$ cat config.mk
export PLATFORM = sky130hd
export DESIGN_NAME = cp0_unit
export DESIGN_NICKNAME = d
export VERILOG_FILES = /design/src/rtl/cp0_pkg.sv /design/src/rtl/cp0_count_timer.sv /design/src/rtl/cp0_unit.sv
export SDC_FILE = /design/constraint.sdc
export NUM_CORES = 1
export LEC_CHECK = 0
export ABC_AREA = 1
export BUFFER_PORTS_ARGS = -buffer_cell sky130_fd_sc_hd__buf_2
export CAP_MARGIN = 15
export CORE_AREA = 10 10 103 105
export DETAILED_ROUTE_END_ITERATION = 6
export DIE_AREA = 0 0 113 115
export GPL_TIMING_DRIVEN = 0
export PLACE_DENSITY = 0.77
export SKIP_CTS_REPAIR_TIMING = 1
export SLEW_MARGIN = 5
export SYNTH_ARGS = -nofsm -noshare
export SYNTH_HDL_FRONTEND = slang
export SYNTH_HIERARCHICAL = 1
export SYNTH_SLANG_ARGS = --single-unit
$ cat constraint.sdc
create_clock -name clk -period 1.7 [get_ports clk]
set_input_delay 0.34 -clock clk [delete_from_list [all_inputs] [get_ports clk]]
set_output_delay 0.34 -clock clk [all_outputs]
set_load 0.1 [all_outputs]
$ cat src/rtl/cp0_pkg.sv
// Shared constants for the CP0 unit: register indices, ExcCode values, field positions.
// Latency: n/a (constants and a pure helper function only).
// Backpressure: n/a.
package cp0_pkg;

    // Default parameter values for the top level
    localparam logic [31:0] PRID_DEFAULT       = 32'h1809_0001;
    localparam logic [31:0] HANDLER_PC_DEFAULT = 32'h0000_4180;

    // CP0 register indices (mfc0/mtc0 rd field)
    localparam logic [4:0] REG_COUNT   = 5'd9;
    localparam logic [4:0] REG_COMPARE = 5'd11;
    localparam logic [4:0] REG_SR      = 5'd12;
    localparam logic [4:0] REG_CAUSE   = 5'd13;
    localparam logic [4:0] REG_EPC     = 5'd14;
    localparam logic [4:0] REG_PRID    = 5'd15;

    // Exception codes
    localparam logic [4:0] EXC_INT  = 5'd0;
    localparam logic [4:0] EXC_ADEL = 5'd4;
    localparam logic [4:0] EXC_ADES = 5'd5;
    localparam logic [4:0] EXC_RI   = 5'd10;
    localparam logic [4:0] EXC_OV   = 5'd12;

    // SR field positions
    localparam int SR_IE    = 0;
    localparam int SR_EXL   = 1;
    localparam int SR_IM_LO = 10;
    localparam int SR_IM_HI = 15;

    // Cause field positions
    localparam int CAUSE_EXC_LO = 2;
    localparam int CAUSE_EXC_HI = 6;
    localparam int CAUSE_IP_LO  = 10;
    localparam int CAUSE_IP_HI  = 15;
    localparam int CAUSE_BD     = 31;

    // Return address for an instruction: a delay-slot instruction restarts at its branch.
    function automatic logic [31:0] epc_of(input logic [31:0] pc, input logic bd);
        logic [31:0] ret;
        ret = bd ? (pc - 32'd4) : pc;
        return ret & ~32'd3;
    endfunction

endpackage

$ cat src/rtl/cp0_count_timer.sv
// Count/Compare timer: free-running Count, Compare match raises sticky TI.
// Latency: TI sets on the edge where Count==Compare (visible the cycle after the match).
// Backpressure: none; writes always accepted when we_i is high.
// Ports: clk, reset (sync, active-high); we_i/waddr_i/wdata_i mtc0 write port;
//        count_o, compare_o current register values; ti_o timer interrupt.
module cp0_count_timer
    import cp0_pkg::*;
(
    input  logic        clk,
    input  logic        reset,
    input  logic        we_i,
    input  logic [4:0]  waddr_i,
    input  logic [31:0] wdata_i,
    output logic [31:0] count_o,
    output logic [31:0] compare_o,
    output logic        ti_o
);

    logic [31:0] count_q, count_d;
    logic [31:0] compare_q, compare_d;
    logic        ti_q, ti_d;

    always_comb begin
        count_d   = count_q + 32'd1;
        compare_d = compare_q;
        ti_d      = ti_q;
        // A written Count is loaded as-is, not incremented that cycle
        if (we_i && waddr_i == REG_COUNT) begin
            count_d = wdata_i;
        end
        // Compare write acknowledges the timer interrupt; otherwise TI is sticky
        if (we_i && waddr_i == REG_COMPARE) begin
            compare_d = wdata_i;
            ti_d      = 1'b0;
        end else if (count_q == compare_q && compare_q != 32'd0) begin
            ti_d = 1'b1;
        end
    end

    always_ff @(posedge clk) begin
        if (reset) begin
            count_q   <= 32'd0;
            compare_q <= 32'd0;
            ti_q      <= 1'b0;
        end else begin
            count_q   <= count_d;
            compare_q <= compare_d;
            ti_q      <= ti_d;
        end
    end

    assign count_o   = count_q;
    assign compare_o = compare_q;
    assign ti_o      = ti_q;

endmodule

$ cat src/rtl/cp0_unit.sv
// Coprocessor-0 for the M stage: SR/Cause/EPC/PRId, interrupt/exception decision, eret address.
// Latency: IntReq is combinational (same cycle); register updates land on the next clk edge.
// Backpressure: none; an mtc0 coinciding with IntReq is dropped.
// Ports: clk, reset (sync, active-high); A1/DOut mfc0 read; A2/DIn/WE mtc0 write;
//        PC/BD/ExcCodeIn from M stage; HWInt[7:2] IRQ lines; EXLClr eret;
//        IntReq flush/redirect; HandlerPC entry address; EPCOut return address.
// Optional: define CP0_COUNT_EN to add Count (reg 9) / Compare (reg 11) with TI on HWInt[7].
module cp0_unit
    import cp0_pkg::*;
#(
    parameter logic [31:0] PRID       = PRID_DEFAULT,
    parameter logic [31:0] HANDLER_PC = HANDLER_PC_DEFAULT
) (
    input  logic        clk,
    input  logic        reset,
    input  logic [4:0]  A1,
    input  logic [4:0]  A2,
    input  logic [31:0] DIn,
    input  logic        WE,
    input  logic [31:0] PC,
    input  logic        BD,
    input  logic [4:0]  ExcCodeIn,
    input  logic [7:2]  HWInt,
    input  logic        EXLClr,
    output logic        IntReq,
    output logic [31:0] HandlerPC,
    output logic [31:0] EPCOut,
    output logic [31:0] DOut
);

    // SR fields
    logic [5:0]  im_q, im_d;
    logic        exl_q, exl_d;
    logic        ie_q, ie_d;
    // Cause fields
    logic        bd_q, bd_d;
    logic [5:0]  ip_q, ip_d;
    logic [4:0]  exc_q, exc_d;
    // EPC
    logic [31:0] epc_q, epc_d;

    logic [31:0] count_w, compare_w;
    logic        ti_w;
    logic [7:2]  hw_eff;
    logic        int_pend, exc_pend;
    logic [31:0] sr_val, cause_val;

`ifdef CP0_COUNT_EN
    cp0_count_timer u_timer (
        .clk       (clk),
        .reset     (reset),
        .we_i      (WE & ~IntReq),
        .waddr_i   (A2),
        .wdata_i   (DIn),
        .count_o   (count_w),
        .compare_o (compare_w),
        .ti_o      (ti_w)
    );
`else
    assign count_w   = 32'd0;
    assign compare_w = 32'd0;
    assign ti_w      = 1'b0;
`endif

    // Pending decision uses the live lines, not the latched IP copy
    always_comb begin
        hw_eff    = HWInt;
        hw_eff[7] = HWInt[7] | ti_w;
        int_pend  = (|(hw_eff & im_q)) & ie_q & ~exl_q;
        exc_pend  = (ExcCodeIn != EXC_INT) & ~exl_q;
    end

    assign IntReq = int_pend | exc_pend;

    always_comb begin
        sr_val                       = 32'd0;
        sr_val[SR_IM_HI:SR_IM_LO]    = im_q;
        sr_val[SR_EXL]               = exl_q;
        sr_val[SR_IE]                = ie_q;
        cause_val                    = 32'd0;
        cause_val[CAUSE_BD]          = bd_q;
        cause_val[CAUSE_IP_HI:CAUSE_IP_LO]   = ip_q;
        cause_val[CAUSE_EXC_HI:CAUSE_EXC_LO] = exc_q;
    end

    always_comb begin
        im_d  = im_q;
        exl_d = exl_q;
        ie_d  = ie_q;
        bd_d  = bd_q;
        ip_d  = hw_eff;
        exc_d = exc_q;
        epc_d = epc_q;
        if (IntReq) begin
            // Entry: interrupt outranks a simultaneous exception; mtc0 is dropped
            exl_d = 1'b1;
            exc_d = int_pend ? EXC_INT : ExcCodeIn;
            bd_d  = BD;
            epc_d = epc_of(PC, BD);
        end else begin
            if (EXLClr) begin
                exl_d = 1'b0;
            end
            if (WE) begin
                case (A2)
                    REG_SR: begin
                        im_d  = DIn[SR_IM_HI:SR_IM_LO];
                        exl_d = DIn[SR_EXL];
                        ie_d  = DIn[SR_IE];
                    end
                    REG_EPC: epc_d = DIn & ~32'd3;
                    default: ;
                endcase
            end
        end
    end

    always_ff @(posedge clk) begin
        if (reset) begin
            im_q  <= 6'd0;
            exl_q <= 1'b0;
            ie_q  <= 1'b0;
            bd_q  <= 1'b0;
            ip_q  <= 6'd0;
            exc_q <= 5'd0;
            epc_q <= 32'd0;
        end else begin
            im_q  <= im_d;
            exl_q <= exl_d;
            ie_q  <= ie_d;
            bd_q  <= bd_d;
            ip_q  <= ip_d;
            exc_q <= exc_d;
            epc_q <= epc_d;
        end
    end

    always_comb begin
        case (A1)
            REG_COUNT:   DOut = count_w;
            REG_COMPARE: DOut = compare_w;
            REG_SR:      DOut = sr_val;
            REG_CAUSE:   DOut = cause_val;
            REG_EPC:     DOut = epc_q;
            REG_PRID:    DOut = PRID;
            default:     DOut = 32'd0;
        endcase
    end

    assign HandlerPC = HANDLER_PC;
    assign EPCOut    = epc_q;

endmodule

# After elaboration in Yosys (flattened, before gate mapping)
# Index checks and enable logic that the tools add are counted.
op_classes:
  addsub: 1
  eq_ne: 6
  n_mux: 10
  n_bitwise: 7
  reduce_logical: 6
ops:
  columns: ["operator", "n"]
  rows:
  - ["32-bit two-way mux", 4]
  - ["32-bit one-hot mux with 4 select lines", 1]
  - ["32-bit by 3-bit subtractor with 32-bit output, second input constant", 1]
  - ["5-bit by 4-bit == test with 1-bit output, second input constant", 6]
  - ["6-bit bitwise AND", 1]
  - ["6-bit OR reduction", 1]
  - ["5-bit two-way mux", 1]
  - ["5-bit nonzero test", 1]
  - ["1-bit two-way mux", 4]
  - ["2-bit nonzero test", 2]
  - ["1-bit bitwise AND", 3]
  - ["3-bit AND reduction", 1]
  - ["1-bit inverter", 2]
  - ["2-bit AND reduction", 1]
  - ["1-bit bitwise OR", 1]
word_totals:
  register_bits: 50
  input_bits: 90
  output_inout_bits: 97
  elab_cells: 37

# Logic depth before layout (Yosys ltp)
logic_depth:
  word_depth: 7
  mapped_depth: 12
  ltp_nobuf: 12

# Worst setup path before layout
# Ideal clock, no wire load.
synth_timing:
  kind: "register to output"
  startpoint: "register epc_q[5] (netlist: EPCOut[5])"
  endpoint: "output DOut[5]"
  arrival_time_ns: 3.252
  t_required_ns: 1.360
  slack_ns: -1.892
  stages_incl_launch_ff: 3
  path_buffers: 0
  path_cell_list: "dfxtp_1 inv_1 o21ai_0"
synth_via:
  elab_chain_len: 1
synth_rtl:
  columns: ["element", "line_no", "text"]
  rows:
  - ["start, declared", "cp0_unit.sv:40", "logic [31:0] epc_q, epc_d;"]
  - ["start signal, assigned", "cp0_unit.sv:134", "epc_q <= epc_d;"]
  - ["32-bit one-hot mux with 4 select lines", "cp0_unit.sv:139", "case (A1)"]
  - ["end, declared", "cp0_unit.sv:28", "output logic [31:0] DOut"]
# Every way passes these cells.

# Worst setup path in the final report
layout_timing:
  startpoint: "register im_q[2]"
  endpoint: "output IntReq"
layout_via:
  elab_chain_len: 5
layout_rtl:
  columns: ["element", "line_no", "text"]
  rows:
  - ["start, declared", "cp0_unit.sv:32", "logic [5:0] im_q, im_d;"]
  - ["start signal, assigned", "cp0_unit.sv:128", "im_q <= im_d;"]
  - ["6-bit bitwise AND", "cp0_unit.sv:69", "int_pend = (|(hw_eff & im_q)) & ie_q & ~exl_q;"]
  - ["6-bit OR reduction", "cp0_unit.sv:69", null]
  - ["1-bit bitwise AND (2 in series)", "cp0_unit.sv:69", null]
  - ["1-bit bitwise OR", "cp0_unit.sv:73", "assign IntReq = int_pend | exc_pend;"]
  - ["end, declared", "cp0_unit.sv:25", "output logic IntReq,"]
# Every way passes these cells.

==> results_dict.tcl <==
set metrics [dict create \
    htree_levels 2 \
    synth_flop_type "sky130_fd_sc_hd__dfxtp_1" \
    leakagePower_uw 0.00285 \
    synth-seq-area-share_pct 25.6 \
    placement.setup.worst_slack_ns -0.746 \
    netlist_instances 600 \
    slew-limit-headroom_pct 57.3 \
    drt-total-wl_mm 15.0 \
    detail_route.first_pass.iterations 5 \
    synthesis.area_um2 3910 \
    finish.cell_count_without_fillers 909 \
    synth_top_area_share_pct 25.6 \
    gpl.final_weighted_congestion 0.913 \
    io_pins 187 \
    grt_pass1_vias 4231 \
    critical-path-top-delay-family "simple AND/OR/NAND/NOR gates" \
    worst_ep_required_time_ns 1.36 \
    p_per_cell_area_nw_per_um2 665 \
    clk_root_buffer_cell "sky130_fd_sc_hd__clkbuf_8" \
    syn2layout_area_growth_pct 46.4 \
    route.detailed.drc 0 \
    rsz0062_at_grt "true" \
    dpl-instance-area_um2 5140 \
    met2_wirelength_mm 7.40 \
    timing.final.crit_period_ns 1.79 \
    timing_worst_setup_path_type "reg2out" \
    drt-initial-drc-count 373 \
    synth_area_per_cell_um2 6.51 \
    worst_clock_skew_ns 0.00426 \
    critPathArrivalTime_ns 1.45 \
    critical_path.most_common_cell "sky130_fd_sc_hd__nand2_2" \
    grt_usage_pct 20.4 \
    fin_total_pwr_uw 3800 \
    worst-path-max-fanout 5 \
    ys_async_sr_fraction_pct 0 \
    clk_path_buf_depth 2 \
    setup_violations 3 \
    drt-wirelength-per-cell_um 16.5 \
    setup.worst_path.start_class "register" \
    cts_num_sinks 50 \
    drt-vias-per-instance 4.87 \
    slowest_delay_ns 0.35 \
    grt_first_pass_wirelength_mm 21.7 \
    placement.io_buffers 149 \
    post-route-period-util_pct 105 \
    synth_edf_count 0 \
    antenna_left 0 \
    fp.coreArea_um2 8550 \
    clock_edge_transition_at_the_registers_on_the_reported_setup_and_hold_paths_ns 0.09 \
    cts-buffers-inserted 5 \
    diodes 0 \
    finalMaxSlewViolations 0 \
    worst-slew-pin-transition_ns 0.641 \
    floorplan.die_area_um2 13000 \
    antenna_found_initial 0 \
    top_signal_layer_used "met4" \
    wl_met1_mm 5.88 \
    fp.dieH_um 115 \
    max_freq_mhz 558 \
    placed_instances 889 \
    synth.largest_area_cell "sky130_fd_sc_hd__dfxtp_1" \
    grt-ovfl-total 0 \
    mostFrequentLayoutCell "sky130_fd_sc_hd__nand2_1" \
    worst_ir_drop_vdd_v 0.000405 \
    cp_num_buf_inv 2 \
    layout-drive-gt1-share_pct 43.6 \
    sequence_of_cells_on_the_critical_path "nand2_2 > nand2_2 > a21oi_2 > nand2_2 > nand3_4 > nand2_8 > buf_12 > buf_12" \
    cap_viol_max_count 0 \
    netlist_top_cells_area "sky130_fd_sc_hd__dfxtp_1, sky130_fd_sc_hd__nand2_1, sky130_fd_sc_hd__nor2_1" \
    grt_start_max_net_pins 16 \
    initial_core_util_pct 45.7 \
    fp-row-count 34 \
    detailroute.wirelength.met3_mm 1.43 \
    die_w_um 113 \
    vias 4429 \
    cts_tree "done" \
    finalHoldViolCount 0 \
    post_synth_num_cell_types 44 \
    synth_seq_cells 50 \
    worst_setup_path_end_kind "primary output" \
    outcome "complete, but fails checks" \
    synth-warning-count 6 \
    critical_path.slowest_cell "sky130_fd_sc_hd__dfxtp_2" \
    whs_ns 0.259 \
    final_cell_mix "sky130_fd_sc_hd__nand2_1, sky130_fd_sc_hd__buf_2, sky130_fd_sc_hd__nor2_1" \
    layout_cell_area_excl_fill_um2 5720 \
    dp_hpwl_mm 12.0 \
    layout_setup_ws_ns -0.0920 \
    insertion_delay_ns 0.30 \
    failed_checks "negative setup slack" \
    timing.hold.worst.class "in2reg" \
    finish.net_count 891 \
]
[logic make-up (layout without fill, tap and decap cells)]
group / after synthesis / count (layout) / share of synthesized area, %
AOI/OAI and AO/OA: 85 / 85 / 13.3
adders and majority gates: 1 / 1 / 0.320
DFF: 50 / 50 / 25.6
other: 2 / 34 / 0.192
xor gates and xnor gates: 19 / 19 / 4.26
and+or+nand+nor: 324 / 324 / 39.0
buffers and inverters: 119 / 288 / 17.3
[flip-flops by register name, summed over array words and instances, names as in the netlist]
name / count
EPCOut: 30
im_q: 6
ip_q: 6
exc_q: 5
bd_q: 1
exl_q: 1
ie_q: 1
[routing by layer]
layer,vias to the layer above,global-route usage (%)
met1,1989,24.3
met4,0,5.33
met5,-,0
li1,2215,-
met3,25,5.89
met2,200,35.2
[final timing paths]
kind	start	end	slack [ns]	cells after the start
hold / removal	HWInt[4]	ip_q[2]	0.26	3
hold reg to reg	exc_q[3]	exc_q[3]	0.48	2
setup / recovery	im_q[2]	IntReq	-0.09	8
setup reg to reg	im_q[2]	EPCOut[8]	0.09	11
[layout make-up]
class	count	area, um^2
fillers	746	2830
multi-input cells	463	2580
repair buffers	160	1130
flip-flops and latches	50	1040
plain buffers	55	479
inverters	64	258
well taps	108	135
clock buffers	5	68.8
clock inverters	3	16.3
repair inverters	1	7.51
[worst register-to-register path: cells and delay by family, from the launching register on]
family                 cells  cell delay, ns
flip-flops                 1            0.35
AND/OR/NAND/NOR            7            0.60
AO/OA/AOI/OAI              2            0.25
buffers and inverters      2            0.35
[Yosys cell counts (2+ instances only)]
| library cell | number |
|---|---|
| sky130_fd_sc_hd__a21oi_1 | 27 |
| sky130_fd_sc_hd__a21oi_2 | 5 |
| sky130_fd_sc_hd__a22o_1 | 4 |
| sky130_fd_sc_hd__a31oi_1 | 5 |
| sky130_fd_sc_hd__and2_1 | 2 |
| sky130_fd_sc_hd__buf_2 | 2 |
| sky130_fd_sc_hd__buf_4 | 37 |
| sky130_fd_sc_hd__buf_6 | 7 |
| sky130_fd_sc_hd__clkbuf_1 | 7 |
| sky130_fd_sc_hd__clkinv_1 | 2 |
| sky130_fd_sc_hd__conb_1 | 2 |
| sky130_fd_sc_hd__dfxtp_1 | 50 |
| sky130_fd_sc_hd__inv_1 | 56 |
| sky130_fd_sc_hd__inv_2 | 3 |
| sky130_fd_sc_hd__nand2_1 | 170 |
| sky130_fd_sc_hd__nand2_2 | 10 |
| sky130_fd_sc_hd__nand2_4 | 3 |
| sky130_fd_sc_hd__nand3_1 | 28 |
| sky130_fd_sc_hd__nand3_2 | 3 |
| sky130_fd_sc_hd__nand3_4 | 3 |
| sky130_fd_sc_hd__nand4_1 | 4 |
| sky130_fd_sc_hd__nor2_1 | 81 |
| sky130_fd_sc_hd__nor2_2 | 5 |
| sky130_fd_sc_hd__nor2_4 | 7 |
| sky130_fd_sc_hd__nor2_8 | 2 |
| sky130_fd_sc_hd__nor3_1 | 2 |
| sky130_fd_sc_hd__o211ai_1 | 4 |
| sky130_fd_sc_hd__o21ai_0 | 23 |
| sky130_fd_sc_hd__o21ai_1 | 6 |
| sky130_fd_sc_hd__o21ai_2 | 9 |
| sky130_fd_sc_hd__xnor2_1 | 4 |
| sky130_fd_sc_hd__xor2_1 | 15 |
[stage by stage]
step / TNS [ns] / util, %
after detailed placement: -11.49 / 60.1
after global placement: -10.34 / 60.1
after floorplan: -6.80 / -
final: -0.120 / 66.9
after global routing: -0.679 / 66.9
after CTS: -11.58 / 61.1
[where the power goes]
group          internal (uW)  total (uW)  switching (uW)
logic                    427        1790            1360
registers               1270        1330            62.6
clock network            283         683             400
(Power assumes the default switching activity.)
